$ cat src/rtl/full_binary_adder_if.sv
// Bit-slice adder bus: the combinational operand/result bits plus the serial control inputs and the serial results.
interface full_binary_adder_if #(
  parameter int WIDTH = 8
);
  localparam int CNT_W = $clog2(WIDTH);

  logic             A;
  logic             B;
  logic             C_in;
  logic             Sum;
  logic             C_out;
  logic             ser_en;
  logic             ser_start;
  logic             ser_sum;
  logic             ser_carry;
  logic [WIDTH-1:0] ser_word;
  logic [CNT_W-1:0] ser_cnt;
  logic             ser_done;

  modport master (
    output A, B, C_in, ser_en, ser_start,
    input  Sum, C_out, ser_sum, ser_carry, ser_word, ser_cnt, ser_done
  );

  modport slave (
    input  A, B, C_in, ser_en, ser_start,
    output Sum, C_out, ser_sum, ser_carry, ser_word, ser_cnt, ser_done
  );
endinterface

$ cat src/rtl/full_binary_adder.sv
// 1-bit full adder (zero-latency Sum/C_out) plus an LSB-first serial accumulator, one bit per enabled clock.
// Serial results are registered (1 cycle); no backpressure, ser_en simply gates each step.
module full_binary_adder #(
  parameter int WIDTH = 8
) (
  input logic                clk,
  input logic                rst,
  full_binary_adder_if.slave bus
);
  localparam int CNT_W = $clog2(WIDTH);

  logic             sum_q;
  logic             carry_q;
  logic [WIDTH-1:0] word_q;
  logic [CNT_W-1:0] cnt_q;
  logic             done_q;

  logic cin_eff;
  logic s_bit;
  logic c_bit;

  // Pure combinational slice: never depends on clk, rst or serial controls.
  assign bus.Sum   = bus.A ^ bus.B ^ bus.C_in;
  assign bus.C_out = (bus.A & bus.B) | (bus.A & bus.C_in) | (bus.B & bus.C_in);

  // The first bit of a word takes C_in; later bits ride the stored carry.
  assign cin_eff = bus.ser_start ? bus.C_in : carry_q;
  assign s_bit   = bus.A ^ bus.B ^ cin_eff;
  assign c_bit   = (bus.A & bus.B) | (bus.A & cin_eff) | (bus.B & cin_eff);

  always_ff @(posedge clk) begin
    if (rst) begin
      sum_q   <= 1'b0;
      carry_q <= 1'b0;
      word_q  <= '0;
      cnt_q   <= '0;
      done_q  <= 1'b0;
    end else begin
      done_q <= 1'b0;
      if (bus.ser_en) begin
        sum_q   <= s_bit;
        carry_q <= c_bit;
        word_q  <= {s_bit, word_q[WIDTH-1:1]};
        if (bus.ser_start) begin
          cnt_q <= CNT_W'(1);
        end else if (cnt_q == CNT_W'(WIDTH - 1)) begin
          cnt_q  <= '0;
          done_q <= 1'b1;
        end else begin
          cnt_q <= cnt_q + CNT_W'(1);
        end
      end
    end
  end

  assign bus.ser_sum   = sum_q;
  assign bus.ser_carry = carry_q;
  assign bus.ser_word  = word_q;
  assign bus.ser_cnt   = cnt_q;
  assign bus.ser_done  = done_q;
endmodule

$ cat src/flat_wrapper.sv
// flat-port wrapper written by rule: the top's interface ports become plain ports
module full_binary_adder_flat 
#(
  parameter int WIDTH = 8
)
  (clk, rst, bus_A, bus_B, bus_C_in, bus_ser_en, bus_ser_start, bus_Sum, bus_C_out, bus_ser_sum, bus_ser_carry, bus_ser_word, bus_ser_cnt, bus_ser_done);
  full_binary_adder_if #(.WIDTH(WIDTH)) bus_i ();
  input logic clk;
  input logic rst;
  input wire logic [$bits(bus_i.A)-1:0] bus_A;
  input wire logic [$bits(bus_i.B)-1:0] bus_B;
  input wire logic [$bits(bus_i.C_in)-1:0] bus_C_in;
  input wire logic [$bits(bus_i.ser_en)-1:0] bus_ser_en;
  input wire logic [$bits(bus_i.ser_start)-1:0] bus_ser_start;
  output wire logic [$bits(bus_i.Sum)-1:0] bus_Sum;
  output wire logic [$bits(bus_i.C_out)-1:0] bus_C_out;
  output wire logic [$bits(bus_i.ser_sum)-1:0] bus_ser_sum;
  output wire logic [$bits(bus_i.ser_carry)-1:0] bus_ser_carry;
  output wire logic [$bits(bus_i.ser_word)-1:0] bus_ser_word;
  output wire logic [$bits(bus_i.ser_cnt)-1:0] bus_ser_cnt;
  output wire logic [$bits(bus_i.ser_done)-1:0] bus_ser_done;
  assign bus_i.A = bus_A;
  assign bus_i.B = bus_B;
  assign bus_i.C_in = bus_C_in;
  assign bus_i.ser_en = bus_ser_en;
  assign bus_i.ser_start = bus_ser_start;
  assign bus_Sum = bus_i.Sum;
  assign bus_C_out = bus_i.C_out;
  assign bus_ser_sum = bus_i.ser_sum;
  assign bus_ser_carry = bus_i.ser_carry;
  assign bus_ser_word = bus_i.ser_word;
  assign bus_ser_cnt = bus_i.ser_cnt;
  assign bus_ser_done = bus_i.ser_done;
  full_binary_adder #(.WIDTH(WIDTH)) u_core (.clk(clk), .rst(rst), .bus(bus_i));
endmodule
$ cat config.mk
export PLATFORM = sky130hd
export DESIGN_NAME = full_binary_adder_flat
export DESIGN_NICKNAME = d
export VERILOG_FILES = /design/src/rtl/full_binary_adder_if.sv /design/src/rtl/full_binary_adder.sv /design/src/flat_wrapper.sv
export SDC_FILE = /design/constraint.sdc
export NUM_CORES = 1
export LEC_CHECK = 0
export ABC_AREA = 1
export CAP_MARGIN = 0
export CORE_AREA = 2 2 39 41
export CTS_BUF_LIST = sky130_fd_sc_hd__clkbuf_4 sky130_fd_sc_hd__clkbuf_8 sky130_fd_sc_hd__clkbuf_16
export CTS_CLUSTER_SIZE = 25
export DETAILED_ROUTE_END_ITERATION = 8
export DIE_AREA = 0 0 41 43
export PLACE_DENSITY = 0.78
export SYNTH_ARGS = -nofsm -noshare
export SYNTH_HDL_FRONTEND = slang
export SYNTH_SLANG_ARGS = --single-unit
$ cat constraint.sdc
create_clock -name clk -period 3.3 [get_ports clk]
set_input_delay 0.33 -clock clk [delete_from_list [all_inputs] [get_ports clk]]
set_output_delay 0.33 -clock clk [all_outputs]
set_load 0.1 [all_outputs]
==> results of run 1 <==
-- cell usage in the layout, fill, tap and decap left out --
master and n:
nor2_1 22, clkdlybuf4s50_1 20, dfxtp_1 13, o21ai_0 10, nand2_1 7, clkbuf_4 4, inv_1 3, nand3_1 2
a21oi_1 2, fa_1 2, ha_1 2, buf_4 2
-- layer usage --
metal / share of wire / vias up / GRT usage / wire length (um)
li1: - / 256 / - / -
met1: 0.46 / 221 / 0.1913 / 471
met2: 0.46 / 16 / 0.1938 / 466
met3: 0.047 / 5 / 0.04712 / 48
met4: 0.036 / 0 / 0.1000 / 37
met5: 0 / - / 0 / 0
-- final timing paths --
check	cells after the start	slack [ns]	endpoint
min	2	0.49	u_core.bus.ser_cnt[1]
max reg2reg	5	2.16	u_core.bus.ser_word[7]
min reg2reg	2	0.49	u_core.bus.ser_cnt[1]
max	1	1.16	bus_ser_cnt[0]
-- power groups by stage --
stage	clock network (uW)	logic (uW)	registers, uW
finish	107	151	172
global route	118	158	174
CTS	110	151	172
detailed placement	0	151	176
global placement	0	151	176
floorplan	0	57.2	240
-- state kept, by name (all words and copies together), names as in the netlist --
register and count:
u_core.bus.ser_word 8, u_core.bus.ser_cnt 3, u_core.bus.ser_done 1, u_core.bus.ser_carry 1
-- cell type report --
| class | count | area share |
|---|---|---|
| clock buffer | 4 | 0.03846 |
| tap | 16 | 0.02564 |
| inverter | 3 | 0.01442 |
| multi-input combinational | 47 | 0.3125 |
| sequential | 13 | 0.3333 |
| timing repair buffer | 22 | 0.2756 |
-- kinds of logic (layout without fill, tap and decap cells) --
| logic type | count (synthesis) | after routing | synth area share |
|---|---|---|---|
| AOI/OAI and AO/OA | 12 | 12 | 0.1091 |
| buffers and inverters | 7 | 29 | 0.08408 |
| and+or+nand+nor | 31 | 31 | 0.2159 |
| adders and majority gates | 4 | 4 | 0.1182 |
| DFF | 13 | 13 | 0.4727 |
-- through the flow --
stage               hold WS [ns]  std cells  worst slack [ns]  cell area, sq um
finish                    0.4876        105             1.156             780.7
global route              0.5071        105             1.090             780.7
CTS                       0.4939        105             1.139             780.7
detailed placement        0.4827        101             1.355             750.7
global placement          0.4789        101             1.367             750.7
floorplan                 0.3991         67             1.465             550.5
-- worst min-delay path, delay by kind of cell (launching register included) --
kind               cells  cell delay [ns]
and+or+nand+nor        1             0.06
DFF                    1             0.33
AOI/OAI and AO/OA      1             0.05
==> reports/qor.yml, run 1 <==
yosys:
  synth_most_common_cell: "nor2_1"
  synth_cell_types: 12
  synth_top_area_frac: 0.4727
  ys_seq_area_frac: 0.4727
  synth_edf_count: 0
  syn_area_per_cell_sq_um: 8.217
  ys.flop_type: "dfxtp_1"
  netlist_top_cells_area: "dfxtp_1, nor2_1, o21ai_0"
  synth.ff_latch_count: 13
  syn_inst: 67
  syn-num-nets: 78
  yosysTopAreaCell: "dfxtp_1"
  ys_top_cells_by_count: "nor2_1, dfxtp_1, o21ai_0"
  syn_area_sq_um: 550.5
  ys_warn_count: 0
  async_reset_ff_frac: 0
cells_and_area:
  antennaDiodeCount: 0
  area_growth_syn_to_layout_pct: 41.82
  fin_nets: 101
  multiInputGateArea_sq_um: 244.0
  seqCellArea_sq_um: 260.3
  n_fill_cell: 138
  fin_util: 0.5642
  drive_gt1_frac: 0.06742
timing:
  fin_worst_skew_ns: 0.001115
  min_period_ns: 2.144
  slew_headroom: 0.3450
  finalCritPeriodShare: 0.6498
  finalSetupTns_ns: 0
  final-hold-violation-count: 0
  maxSlewViolCount: 0
  worstMarginPinSlew_ns: 0.9795
  rsz0062_at_grt: "false"
  setup_violations: 0
  max_freq_mhz: 466.4
power_and_ir_drop:
  power.leakage_uw: 0.0003324
  power_uw: 429.3
  switching_power_uw: 173.8
  ir_drop_mv: 0.2691
  p_int_uw: 255.5
  powerDensity_nw_per_um2: 549.9
  switching_share: 0.4049
  pwr-share-seq: 0.401
  p_clk_frac: 0.248
  pwr-share-comb: 0.351
global_routing:
  grt_max_degree: 15
  antenna_found_initial: 0
  grt_remaining_overflow: 0
  grtUsageTotal: 0.1455
  grt_pass1_vias: 407
  grt_first_pass_wirelength_um: 1676
worst_setup_path:
  worst-path-buf-inv: 1
  cp-startpoint: "u_core.bus.ser_cnt[0]"
  crit_required_ns: 2.97
  startpoint_type: "flip-flop"
  slowest_stage: "clkdlybuf4s50_1"
  crit_path_cell_trace: "clkdlybuf4s50_1"
  cp_top_family: "buffers and inverters"
  cp.arrival_ns: 1.81
  crit_path_max_incr_delay_ns: 1.16
  worstPathMaxFanout: 4
  criticalPathCategory: "reg2out"
  rr_startpoint: "u_core.bus.ser_carry"
  cp-end-kind: "output pin"
min_path:
  hold_class: "reg2reg"
  hp-start: "u_core.bus.ser_cnt[1]"
clock_network:
  numCtsBuffers: 3
  post_cts_buffers: 0
  cts-root-buf: "clkbuf_4"
  cts_tree: "done"
  cts_buffer_depth: 2
  cts_resized: 0
  hold_buffers: 0
  htree_num_levels: 1
  clock_latency_ns: 0.28
  clkSlewWorstSetupHoldPaths_ns: 0.07
  cts_sinks: 13
route:
  via_count: 498
  ant_nets: 0
  post-route-drc-count: 0
  avgRoutedWirePerCell_um: 9.743
  drtIter0Drc: 4
  dr.pass1.iters: 4
  routed_wl_um: 1023
  viasPerCell: 4.743
floorplanning:
  start_util: 0.3978
  core_sq_um: 1384
  placementRows: 14
  dieWidth_um: 41
  die_y_um: 43
  ios: 23
  die_area_sq_um: 1763
place:
  hpwl_um: 765.6
  port_buffers: 22
  finalWeightedCongestion: 0.7048
status:
  status: "finished, final reports clean"
run:
  drv_cap: 0
(Power assumes the default switching activity.)
==> run 2: changes to the inputs <==
- CORE_AREA: 2 2 39 41 -> unset
- CORE_MARGIN: unset -> 2
- CORE_UTILIZATION: unset -> 36
- DIE_AREA: 0 0 41 43 -> unset
- PLACE_DENSITY: 0.78 -> 0.72
- clock period: 3.3 -> 1.8 ns (I/O delays scaled with it)
==> reports/qor.yml, run 2 (synthesized netlist as in run 1, its figures left out) <==
status:
  status: "finished, final reports clean"
timing:
  finalSetupTns_ns: 0
  setup_violations: 0
  final-hold-violation-count: 0
  worstMarginPinSlew_ns: 0.3195
  fin_worst_skew_ns: 0.002457
  max_freq_mhz: 624.0
  finalCritPeriodShare: 0.8903
  hold_ws_ns: 0.4869
  setup_ws_ns: 0.1975
  slew_headroom: 0.7867
  maxSlewViolCount: 0
  min_period_ns: 1.603
  rsz0062_at_grt: "false"
power_and_ir_drop:
  switching_share: 0.4019
  pwr-share-comb: 0.363
  switching_power_uw: 321.8
  p_clk_frac: 0.241
  ir_drop_mv: 0.6498
  p_int_uw: 478.9
  pwr-share-seq: 0.396
  power.leakage_uw: 0.0003704
  powerDensity_nw_per_um2: 1027
  power_uw: 800.7
clock_network:
  cts_sinks: 13
  cts_resized: 0
  cts-root-buf: "clkbuf_4"
  cts_buffer_depth: 2
  post_cts_buffers: 0
  htree_num_levels: 1
  numCtsBuffers: 3
  clkSlewWorstSetupHoldPaths_ns: 0.07
  clock_latency_ns: 0.27
  hold_buffers: 0
  cts_tree: "done"
route:
  routed_wl_um: 1095
  post-route-drc-count: 0
  drtIter0Drc: 8
  ant_nets: 0
  via_count: 498
  dr.pass1.iters: 4
  viasPerCell: 4.698
  avgRoutedWirePerCell_um: 10.33
cells_and_area:
  antennaDiodeCount: 0
  layout_common_cells: "nor2_1, buf_4, dfxtp_1"
  final_common_cell: "nor2_1"
  fin_nets: 102
  drive_gt1_frac: 0.2444
  area_growth_syn_to_layout_pct: 41.59
  largest_reg_flops: 8
  stdcell_count: 106
global_routing:
  grtUsageTotal: 0.1356
  antenna_found_initial: 0
  grt_first_pass_wirelength_um: 1821
  grt_remaining_overflow: 0
  grt_pass1_vias: 427
  grt_max_degree: 14
worst_setup_path:
  worstPathMaxFanout: 2
  cp.arrival_ns: 1.42
  cp-end-kind: "output pin"
  rrSetupSlack_ns: 0.65
  crit_required_ns: 1.62
  criticalPathCategory: "in2out"
  r2r_cells: 5
  startpoint_type: "primary input"
  r2r-end: "u_core.bus.ser_word[7]"
  rr_startpoint: "u_core.bus.ser_carry"
  cp-startpoint: "bus_B"
min_path:
  min_to: "u_core.bus.ser_cnt[1]"
  hold_class: "reg2reg"
  holdPathStages: 2
  hp-start: "u_core.bus.ser_cnt[1]"
floorplanning:
  dieWidth_um: 43.11
  die_y_um: 43.11
  placementRows: 14
  ios: 23
  core_sq_um: 1471
  start_util: 0.3741
  die_area_sq_um: 1858
place:
  hpwl_um: 821.7
  finalWeightedCongestion: 0.6500
  dp_cells: 102
  dp_slack_ns: 0.2005
  port_buffers: 22
run:
  drv_cap: 0
-- run 2: changes by cell type in the layout (fill, tap and decap cells not counted) --
cell	change
clkdlybuf4s50_1	-14
buf_4	+13
buf_12	+2
dfxtp_1	-1
dfxtp_2	+1
-- run 2: stage by stage --
stage                       util  instance area [sq um]
after CTS                 0.5298                  779.5
final                     0.5298                  779.5
after floorplan                -                  551.8
after global routing      0.5298                  779.5
after global placement    0.5094                  749.5
after detailed placement  0.5094                  749.5
-- run 2: worst max path at each step --
stage                                 end  slack (ns)  cells after the start
finish                            bus_Sum        0.20                      3
global route                      bus_Sum        0.15                      3
CTS                               bus_Sum        0.20                      3
detailed placement                bus_Sum        0.20                      3
global placement                  bus_Sum        0.21                      3
floorplan           u_core.bus.ser_cnt[0]        0.09                      5
-- run 2: power by group through the flow --
stage          sequential, uW  clock, uW  combinational, uW
3_5_place_dp              323          0                292
6_report                  317        193                291
4_1_cts                   317        200                292
5_1_grt                   320        211                304
2_1_floorplan             440          0                105
3_3_place_gp              323          0                290
-- run 2: routing by layer --
metal | track usage | vias up | share of wire
li1 | - | 257 | -
met1 | 0.1561 | 223 | 0.43
met2 | 0.2060 | 14 | 0.48
met3 | 0.06383 | 4 | 0.065
met4 | 0.07273 | 0 | 0.026
met5 | 0 | - | 0
-- run 2: cell type report --
class / count / area (sq um)
sequential: 13 / 261.5
inverter: 3 / 11.26
clock buffer: 4 / 30.03
multi-input combinational: 47 / 244.0
timing repair buffer: 23 / 212.7
fill: 151 / 691.9
tap: 16 / 20.02
-- run 2: critical path, cell delays in order --
cell	delay, ns
clkdlybuf4s50_1	0.48
fa_1	0.58
buf_12	0.18
==> run 3: changes to the inputs <==
--- a/config.mk
+++ b/config.mk
@@ -13,4 +13,5 @@
 export CTS_CLUSTER_SIZE = 25
 export DETAILED_ROUTE_END_ITERATION = 8
+export HOLD_SLACK_MARGIN = 0.1
 export PLACE_DENSITY = 0.72
 export SYNTH_ARGS = -nofsm -noshare
==> constraint.sdc (replaced) <==
create_clock -name clk -period 1.8 [get_ports clk]
set_input_delay 0.18 -clock clk [delete_from_list [all_inputs] [get_ports clk]]
set_output_delay 0.18 -clock clk [all_outputs]
set_load 0.02 [all_outputs]
==> reports/qor.yml, run 3 (synthesized netlist as in run 1, its figures left out) <==
status:
  status: "finished, final reports clean"
clock_network:
  cts_buffer_depth: 2
  clkSlewWorstSetupHoldPaths_ns: 0.08
  clock_latency_ns: 0.27
  post_cts_buffers: 0
  numCtsBuffers: 3
  cts_tree: "done"
  cts-root-buf: "clkbuf_4"
  hold_buffers: 0
  cts_sinks: 13
  htree_num_levels: 1
min_path:
  min_to: "u_core.bus.ser_cnt[1]"
  hp-start: "u_core.bus.ser_cnt[1]"
  hold_class: "reg2reg"
  holdPathStages: 2
route:
  drtIter0Drc: 0
  post-route-drc-count: 0
  dr.pass1.iters: 1
  viasPerCell: 4.593
  routed_wl_um: 1096
  avgRoutedWirePerCell_um: 10.15
  ant_nets: 0
  via_count: 496
timing:
  fin_worst_skew_ns: 0.0008865
  final-hold-violation-count: 0
  worstMarginPinSlew_ns: 0.3256
  slew_headroom: 0.7827
  finalCritPeriodShare: 0.9281
  min_period_ns: 1.671
  setup_violations: 0
  rsz0062_at_grt: "false"
  max_freq_mhz: 598.6
  maxSlewViolCount: 0
place:
  port_buffers: 22
  hpwl_um: 797.4
  finalWeightedCongestion: 0.6536
worst_setup_path:
  r2r-end: "u_core.bus.ser_word[7]"
  crit_path_cell_trace: "clkdlybuf4s50_1, fa_1, dlygate4sd2_1"
  rr_startpoint: "u_core.bus.ser_carry"
  startpoint_type: "primary input"
  cp-end-kind: "output pin"
  rrSetupSlack_ns: 0.62
  worstPathMaxFanout: 2
  cp.arrival_ns: 1.49
  crit_path_max_incr_delay_ns: 0.53
  r2r_cells: 5
  criticalPathCategory: "in2out"
  slowest_stage: "fa_1"
  crit_required_ns: 1.62
power_and_ir_drop:
  p_int_uw: 471.7
  pwr-share-seq: 0.489
  power_uw: 646.2
  powerDensity_nw_per_um2: 798.2
  pwr-share-comb: 0.212
  switching_share: 0.2700
  power.leakage_uw: 0.0003555
  switching_power_uw: 174.5
  ir_drop_mv: 0.5239
  p_clk_frac: 0.298
cells_and_area:
  multiInputGateArea_sq_um: 244.0
  largest_reg_flops: 8
  area_growth_syn_to_layout_pct: 47.05
  fin_util: 0.5502
  n_fill_cell: 149
  seqCellArea_sq_um: 260.3
  layout_common_cells: "nor2_1, clkdlybuf4s50_1, dfxtp_1"
  final_common_cell: "nor2_1"
  antennaDiodeCount: 0
  drive_gt1_frac: 0.07609
  fin_nets: 104
global_routing:
  grtUsageTotal: 0.1371
  grt_pass1_vias: 469
  grt_max_degree: 14
  antenna_found_initial: 0
  grt_remaining_overflow: 0
  grt_first_pass_wirelength_um: 1932
run:
  drv_cap: 0
floorplanning:
  die_area_sq_um: 1858
  placementRows: 14
  die_y_um: 43.11
  ios: 23
  start_util: 0.3741
  dieWidth_um: 43.11
  core_sq_um: 1471
-- run 3: cell count changes in the layout (fill, tap and decap cells not counted) --
cell / previous run / this run
buf_12: 2 / 0
buf_4: 15 / 3
clkdlybuf4s50_1: 6 / 20
dfxtp_1: 12 / 13
dfxtp_2: 1 / 0
dlygate4sd2_1: 0 / 1
dlymetal6s2s_1: 0 / 1
-- run 3: per-layer routing --
layer | vias to the layer above | routed length [um] | global-route usage
li1 | 261 | - | -
met1 | 222 | 521 | 0.1711
met2 | 13 | 520 | 0.2119
met3 | 0 | 54 | 0.05106
met4 | 0 | 0 | 0.05455
met5 | - | 0 | 0
-- run 3: repair_timing --
action | 4_1_cts | 5_1_grt
pin swaps | 0 | 0
resized for setup | 1 | 1
endpoints found under the setup margin | 1 | 1
-- run 3: worst max path at each step --
| stage | from | end | slack (ns) | cells past startpoint |
|---|---|---|---|---|
| 2_1_floorplan | u_core.bus.ser_carry | u_core.bus.ser_word[7] | 0.57 | 5 |
| 3_3_place_gp | bus_C_in | bus_Sum | -0.14 | 3 |
| 3_5_place_dp | bus_C_in | bus_Sum | -0.15 | 3 |
| 4_1_cts | bus_C_in | bus_C_out | 0.02 | 3 |
| 5_1_grt | bus_C_in | bus_Sum | 0.09 | 3 |
| 6_report | bus_C_in | bus_Sum | 0.13 | 3 |
-- run 3: layout make-up --
| cell class | count | area share |
|---|---|---|
| Tap cell | 16 | 0.02473 |
| Clock buffer | 4 | 0.03709 |
| Inverter | 3 | 0.01391 |
| Multi-Input combinational cell | 47 | 0.3014 |
| Sequential cell | 13 | 0.3215 |
| Timing Repair Buffer | 25 | 0.3014 |
-- run 3: critical path: cells and delay by family --
family	cells	cell delay, ns
buffers and inverters	2	0.78
adder cells (fa/ha/maj)	1	0.53
-- run 3: power groups by stage --
stage / clock (uW) / combinational, uW / sequential, uW
final: 193 / 137 / 316
after global routing: 211 / 152 / 319
after CTS: 199 / 140 / 316
after detailed placement: 0 / 142 / 323
after global placement: 0 / 140 / 323
after floorplan: 0 / 58.0 / 341
-- run 3: per-stage QoR --
| step | worst slack (ns) | instance area (sq um) | setup TNS (ns) | hold slack, ns | instances |
|---|---|---|---|---|---|
| 3_5_place_dp | -0.1527 | 778.2 | -0.1527 | 0.4840 | 104 |
| 5_1_grt | 0.09116 | 809.5 | 0 | 0.5204 | 108 |
| 6_report | 0.1294 | 809.5 | 0 | 0.4923 | 108 |
| 3_3_place_gp | -0.1406 | 778.2 | -0.1406 | 0.4770 | 104 |
| 4_1_cts | 0.01712 | 807.0 | 0 | 0.4979 | 108 |
| 2_1_floorplan | 0.5725 | 550.5 | 0 | 0.2491 | 67 |
